<file path="src/rtl/seq_lock_fsm.sv">
// seq_lock_fsm: matches an input symbol stream against a DEPTH-entry key table.
// A full match pulses hit and bumps the wrapping match counter. A mismatch parks
// the block in LOCK until the unlock code is seen.
// Optional macro SEQ_TIMEOUT_EN: abandon TRACK after TIMEOUT consecutive idle cycles.
// Ports:
//   clk, rst               clock, synchronous active-high reset
//   in_valid/in_ready      symbol handshake (in_ready is low only in HIT)
//   in_data [W]            stream symbol
//   key_wr/key_idx/key_data key-table write port, honoured only in IDLE
//   unlock [W]             code that releases LOCK
//   out [Y]                count of completed matches
//   state [2]              IDLE=0 TRACK=1 HIT=2 LOCK=3
//   hit                    one-cycle pulse while in HIT
//   timeout                one-cycle pulse after a TRACK timeout (0 without the macro)
module seq_lock_fsm #(
    parameter int unsigned W       = 32,
    parameter int unsigned Y       = 32,
    parameter int unsigned DEPTH   = 4,
    parameter int unsigned TIMEOUT = 16
) (
    input  logic                     clk,
    input  logic                     rst,
    input  logic                     in_valid,
    output logic                     in_ready,
    input  logic [W-1:0]             in_data,
    input  logic                     key_wr,
    input  logic [$clog2(DEPTH)-1:0] key_idx,
    input  logic [W-1:0]             key_data,
    input  logic [W-1:0]             unlock,
    output logic [Y-1:0]             out,
    output logic [1:0]               state,
    output logic                     hit,
    output logic                     timeout
);

    localparam int unsigned IW = $clog2(DEPTH);
    localparam int unsigned TW = 16;

    typedef enum logic [1:0] {
        IDLE  = 2'd0,
        TRACK = 2'd1,
        HIT   = 2'd2,
        LOCK  = 2'd3
    } state_t;

    state_t         cur_state, nxt_state;
    logic [IW-1:0]  idx, idx_nx;
    logic [W-1:0]   key [DEPTH];
    logic           accept;

    assign accept = in_valid && in_ready;
    assign state  = cur_state;

    // Key table; writes land at the edge, so a same-cycle compare sees the old value.
    always_ff @(posedge clk) begin
        if (rst) begin
            for (int i = 0; i < int'(DEPTH); i++) key[i] <= '0;
        end else if (key_wr && (cur_state == IDLE) && (32'(key_idx) < DEPTH)) begin
            key[key_idx] <= key_data;
        end
    end

`ifdef SEQ_TIMEOUT_EN
    logic [TW-1:0] timer, timer_nx;
    logic          timeout_nx;
`endif

    // Next-state logic.
    always_comb begin
        nxt_state = cur_state;
        idx_nx    = idx;
`ifdef SEQ_TIMEOUT_EN
        timer_nx   = '0;
        timeout_nx = 1'b0;
`endif
        case (cur_state)
            IDLE: begin
                if (accept) begin
                    if (in_data == key[0]) begin
                        idx_nx    = IW'(1);
                        nxt_state = TRACK;
                    end else begin
                        nxt_state = LOCK;
                    end
                end
            end
            TRACK: begin
                if (accept) begin
                    if (in_data == key[idx]) begin
                        if (idx == IW'(DEPTH - 1)) nxt_state = HIT;
                        else                       idx_nx    = idx + IW'(1);
                    end else begin
                        idx_nx    = '0;
                        nxt_state = LOCK;
                    end
                end else begin
`ifdef SEQ_TIMEOUT_EN
                    if (timer == TW'(TIMEOUT - 1)) begin
                        idx_nx     = '0;
                        nxt_state  = IDLE;
                        timeout_nx = 1'b1;
                    end else begin
                        timer_nx = timer + TW'(1);
                    end
`endif
                end
            end
            HIT: begin
                idx_nx    = '0;
                nxt_state = IDLE;
            end
            LOCK: begin
                // Unlock only returns to IDLE; the same symbol never also starts a match.
                if (accept && (in_data == unlock)) begin
                    idx_nx    = '0;
                    nxt_state = IDLE;
                end
            end
            default: begin
                idx_nx    = '0;
                nxt_state = IDLE;
            end
        endcase
    end

    // State and registered outputs.
    always_ff @(posedge clk) begin
        if (rst) begin
            cur_state <= IDLE;
            idx       <= '0;
            out       <= '0;
            hit       <= 1'b0;
            in_ready  <= 1'b1;
        end else begin
            cur_state <= nxt_state;
            idx       <= idx_nx;
            hit       <= (nxt_state == HIT);
            in_ready  <= (nxt_state != HIT);
            if (cur_state == HIT) out <= out + Y'(1);
        end
    end

`ifdef SEQ_TIMEOUT_EN
    // Idle-cycle timer for TRACK.
    always_ff @(posedge clk) begin
        if (rst) begin
            timer   <= '0;
            timeout <= 1'b0;
        end else begin
            timer   <= timer_nx;
            timeout <= timeout_nx;
        end
    end
`else
    assign timeout = 1'b0;
`endif

endmodule

</file>
<file path="config.mk">
export PLATFORM = sky130hd
export DESIGN_NAME = seq_lock_fsm
export DESIGN_NICKNAME = d
export VERILOG_FILES = /design/src/rtl/seq_lock_fsm.sv
export SDC_FILE = /design/constraint.sdc
export NUM_CORES = 1
export LEC_CHECK = 0
export BUFFER_PORTS_ARGS = -buffer_cell sky130_fd_sc_hd__buf_2
export CAP_MARGIN = 20
export CORE_UTILIZATION = 40
export CTS_BUF_LIST = sky130_fd_sc_hd__clkbuf_4
export CTS_CLUSTER_DIAMETER = 40
export DETAILED_ROUTE_END_ITERATION = 6
export PLACE_DENSITY_LB_ADDON = 0.3
export SLEW_MARGIN = 10
export SYNTH_ARGS = -nofsm -noshare
export SYNTH_HDL_FRONTEND = slang
export SYNTH_SLANG_ARGS = --single-unit
</file>
<file path="constraint.sdc">
create_clock -name clk -period 3.7 [get_ports clk]
set_clock_uncertainty 0.05 [all_clocks]
set_input_delay 0.37 -clock clk [delete_from_list [all_inputs] [get_ports clk]]
set_output_delay 0.37 -clock clk [all_outputs]
set_load 0.05 [all_outputs]
</file>
# --- After elaboration in Yosys (flattened, before gate mapping) ---
# Memory sizes are Yosys's and may differ from the RTL's. A register that Yosys moved wholly into a read port is not among the register bits.
# Cells that the tools add are included.
totals:
  ff_bits: 38
  mem_bits_rw: 128
  output_inout_bits: 37
  memories: 1
memory_table:
  columns: ["memory", "depth", "width", "read_ports", "rd_clocked_by_memory_dff", "wr", "line", "text"]
  rows:
  - ["key", 4, 32, 2, 1, 4, "48", "logic [W-1:0] key [DEPTH];"]
op_classes:
  n_addsub: 2
  eq_ne: 14
  n_mux: 24
  reduce_logical: 6
op_table:
  columns: ["cell", "count"]
  rows:
  - ["$eq A32 B32 Y1", 3]
  - ["$add A32 B1 Y32 const B", 1]
  - ["$mux W32", 1]
  - ["$reduce_or A32 Y1", 1]
  - ["$mux W2", 15]
  - ["$pmux W2 S4", 2]
  - ["$eq A2 B2 Y1 const B", 4]
  - ["$ne A2 B2 Y1 const B", 4]
  - ["$mux W1", 6]
  - ["$reduce_and A5 Y1", 1]
  - ["$logic_and A1 B1 Y1", 3]
  - ["$ne A3 B3 Y1 const B", 1]
  - ["$add A2 B1 Y2 const B", 1]
  - ["$eq A2 B1 Y1 const B", 1]
  - ["$logic_not A2 Y1", 1]
  - ["$ne A2 B1 Y1 const B", 1]

# --- Logic depth before layout (Yosys ltp) ---
depth:
  depth_word: 7
  ltp_mapped: 9
  ltp_nobuf: 8

# --- Worst setup path before layout ---
# OpenSTA, ideal clock, no wires.
synth_timing:
  path_kind: "reg2reg"
  startpoint: "reg (tool-made name)"
  endpoint: "reg in_ready"
  arrival_time_ns: 2.441
  required_ns: 3.523
  setup_slack_ns: 1.082
  stages_incl_launch_ff: 10
  cell_sequence: "dfxtp_1 > buf_6 > buf_2 > mux4_2 > xnor2_1 > nand4_1 > nor4_2 > nand3_2 > o31ai_4 > or3b_1"
synth_rtl:
  columns: ["element", "line", "text"]
  rows:
  - ["to (signal assigned)", "138", "in_ready <= (nxt_state != HIT);"]
  - ["to (decl)", "24", "output logic in_ready,"]

==> metrics <==
status finished clean; largest net degree at the start of global routing 34; core footprint 0.0204 sq mm; fin. max-slew vios 0; Crit-path slowest cell mux4_1; Die X 146 um; most frequent cells in the layout 137 x buf_2, 131 x and2_1, 128 x edfxtp_1, 83 x xor2_1, 42 x xnor2_1; startpoint types register; CTS tree done; VDD IR-drop max 0.000252 V; cell row count between 50 and 60; Pleak about 0.0038 uW; crit-path max FO 32; Top FF cell, synth edfxtp_1; Avg Inst Size Synth about 13 sq um; Vias roughly 5500; Fillers 1855; Clock Pin Slew Worst Setup and Hold Paths 0.17 ns; DR DRC count 0; share of cells above drive strength 1 0.273; register area share after synthesis 0.557; htree depth 4; die area 0.0214 sq mm; vias in the first global route ~5500; CTS Buffer Depth 2; Synth-to-Final Area Change 16.4%; gr ovfl total 0; crit path capture type register; count of different cell masters after synthesis 47; pwr/cell area around 380 mW/mm^2; Setup Total Neg Slack 0 ns; n_diodes 0; count of state elements after synthesis between 150 and 200; Syn Nets 750; critical path required time around 4 ns; drt first pass iters 5; fin crit period a little under 3 ns; worst hold path class in -> reg; Layout Utilization 0.477; Max-Slew Margin vs Limit 0.475; count of final hold-check violations 0; global-route wire length before repair approximately 32 mm; # resized after CTS 0; initial core utilization 0.410; DRT iter0 DRCs just under 400; RSZ-0062 raised after global routing false; number of max-cap violations 0; # hold bufs at CTS 2; post-route clock period utilization 0.804; CP arrival between 3 and 4 ns; synthesized instance count between 600 and 700; asr flop ratio synth 0; WS Path Type reg -> reg; fmax around 340 MHz; Final nets between 800 and 900; CP peak stage delay 0.62 ns; Worst-Margin Slew between 0.7 and 0.8 ns; vias per cell roughly 5; CTS root buffer clkbuf_4; Global Route Usage Sum 0.207; post-CTS setup buffers 0; clk sinks roughly 170; GPL Wtd Cong between 0.8 and 0.9; Critical Path, Cell by Cell buf_12, mux4_1, xnor2_1, nand4_1, nor4_2, nand3_2, o31ai_4, or3b_1; leading cell type in the layout, fill and taps excluded buf_2; number of top-level pins approximately 140; Vert. Die Dim about 150 um; Post-synth EDFFs 128; Antenna Nets Post-Route 0; Post-Syn Area 0.00834 sq mm; Total Wirelength approximately 21 mm; multi-input logic area 0.00358 sq mm; total CTS buffers 17; clock latency on the worst-skew pair 0.58 ns; hpwl dp roughly 15 mm; FF+latch area between 0.004 and 0.005 sq mm; Final Setup Violations 0; # port buffers between 100 and 150; initial antenna violation count 0; drt wl/cell roughly 20 um; synth warn 0
## Yosys cell counts, drive strengths merged (2+ instances only)
library cell / count / area, sq um
or2: 2 / 12.5
inv: 3 / 11.3
a21oi: 6 / 30.0
or3: 3 / 18.8
mux4: 32 / 743
nor3: 7 / 35.0
nor4: 16 / 106
o31ai: 2 / 28.8
a31o: 2 / 17.5
nand3: 14 / 75.1
nand4: 19 / 119
buf: 8 / 60.1
and3: 9 / 56.3
clkbuf: 17 / 63.8
nor2b: 4 / 25.0
xor2: 83 / 727
xnor2: 42 / 368
o32ai: 2 / 17.5
nand2: 16 / 60.1
nor2: 41 / 154
dfxtp: 40 / 801
o21ai: 3 / 15.0
and2: 131 / 820
ha: 2 / 25.0
edfxtp: 128 / 3840
## cells by family (layout without fill, tap and decap cells)
group,Yosys count,after routing,synth area share
and+or+nand+nor,268,268,0.183
DFF,168,168,0.557
xor gates and xnor gates,125,125,0.131
muxes,33,33,0.0903
buffers and inverters,28,189,0.0162
AOI/OAI and AO/OA,21,21,0.0190
adders and majority gates,2,2,0.00300
other,1,1,0.000449
## layer usage
layer  vias up  wire length, um  track usage
li1       2616                -            -
met1      2711             9200        0.270
met2       186            10400        0.340
met3        33             1200       0.0391
met4         0              625       0.0813
met5         -                0            0
## registers in the layout, indices dropped and copies added (netlist names), named ones only
| signal | count |
|---|---|
| key | 128 |
| idx | 2 |
| state | 2 |
| out | 32 |
| hit | 1 |
| in_ready | 1 |
## final timing paths
kind | slack, ns | cells after the start | from | end
hold / removal | 0.04 | 2 | key_data[14] | key[1][14]
setup reg to reg | 0.73 | 8 | register | in_ready
setup / recovery | 0.73 | 8 | register | in_ready
hold reg to reg | 0.47 | 2 | out[16] | out[16]
## through the flow
stage / hold WS (ns) / setup slack, ns / cell area [sq um] / std cells / power, uW
3_3_place_gp: 0.431 / 0.780 / 9360 / 1040 / 2690
5_1_grt: 0.000995 / 0.484 / 9710 / 1077 / 3860
6_report: 0.0363 / 0.726 / 9710 / 1077 / 3720
4_1_cts: 0.000936 / 0.693 / 9660 / 1074 / 3740
3_5_place_dp: 0.456 / 0.731 / 9360 / 1040 / 2700
2_1_floorplan: 0.439 / 1.08 / 8340 / 646 / 2480
## cell type report
class | instances | area share
clock buffer | 17 | 0.0131
clock inverter | 15 | 0.0159
inverter | 3 | 0.00116
multi-input combinational | 450 | 0.368
sequential | 168 | 0.478
tap | 270 | 0.0348
timing repair buffer | 154 | 0.0881
## report_power, final
part           internal (uW)  leakage [uW]  switching, uW
combinational            211       0.00196            289
sequential              2120       0.00165           37.2
clock                    306      0.000152            757
total                   2640       0.00376           1080
## worst max-delay path, delay by kind of cell, from the launching register on
| family | cells | cell delay, ns |
|---|---|---|
| muxes | 1 | 0.62 |
| xor gates and xnor gates | 1 | 0.21 |
| buffers and inverters | 1 | 0.25 |
| AOI/OAI and AO/OA | 1 | 0.27 |
| DFF | 1 | 0.37 |
| and+or+nand+nor | 4 | 1.07 |
No activity file was read; power rests on OpenSTA's default activity.
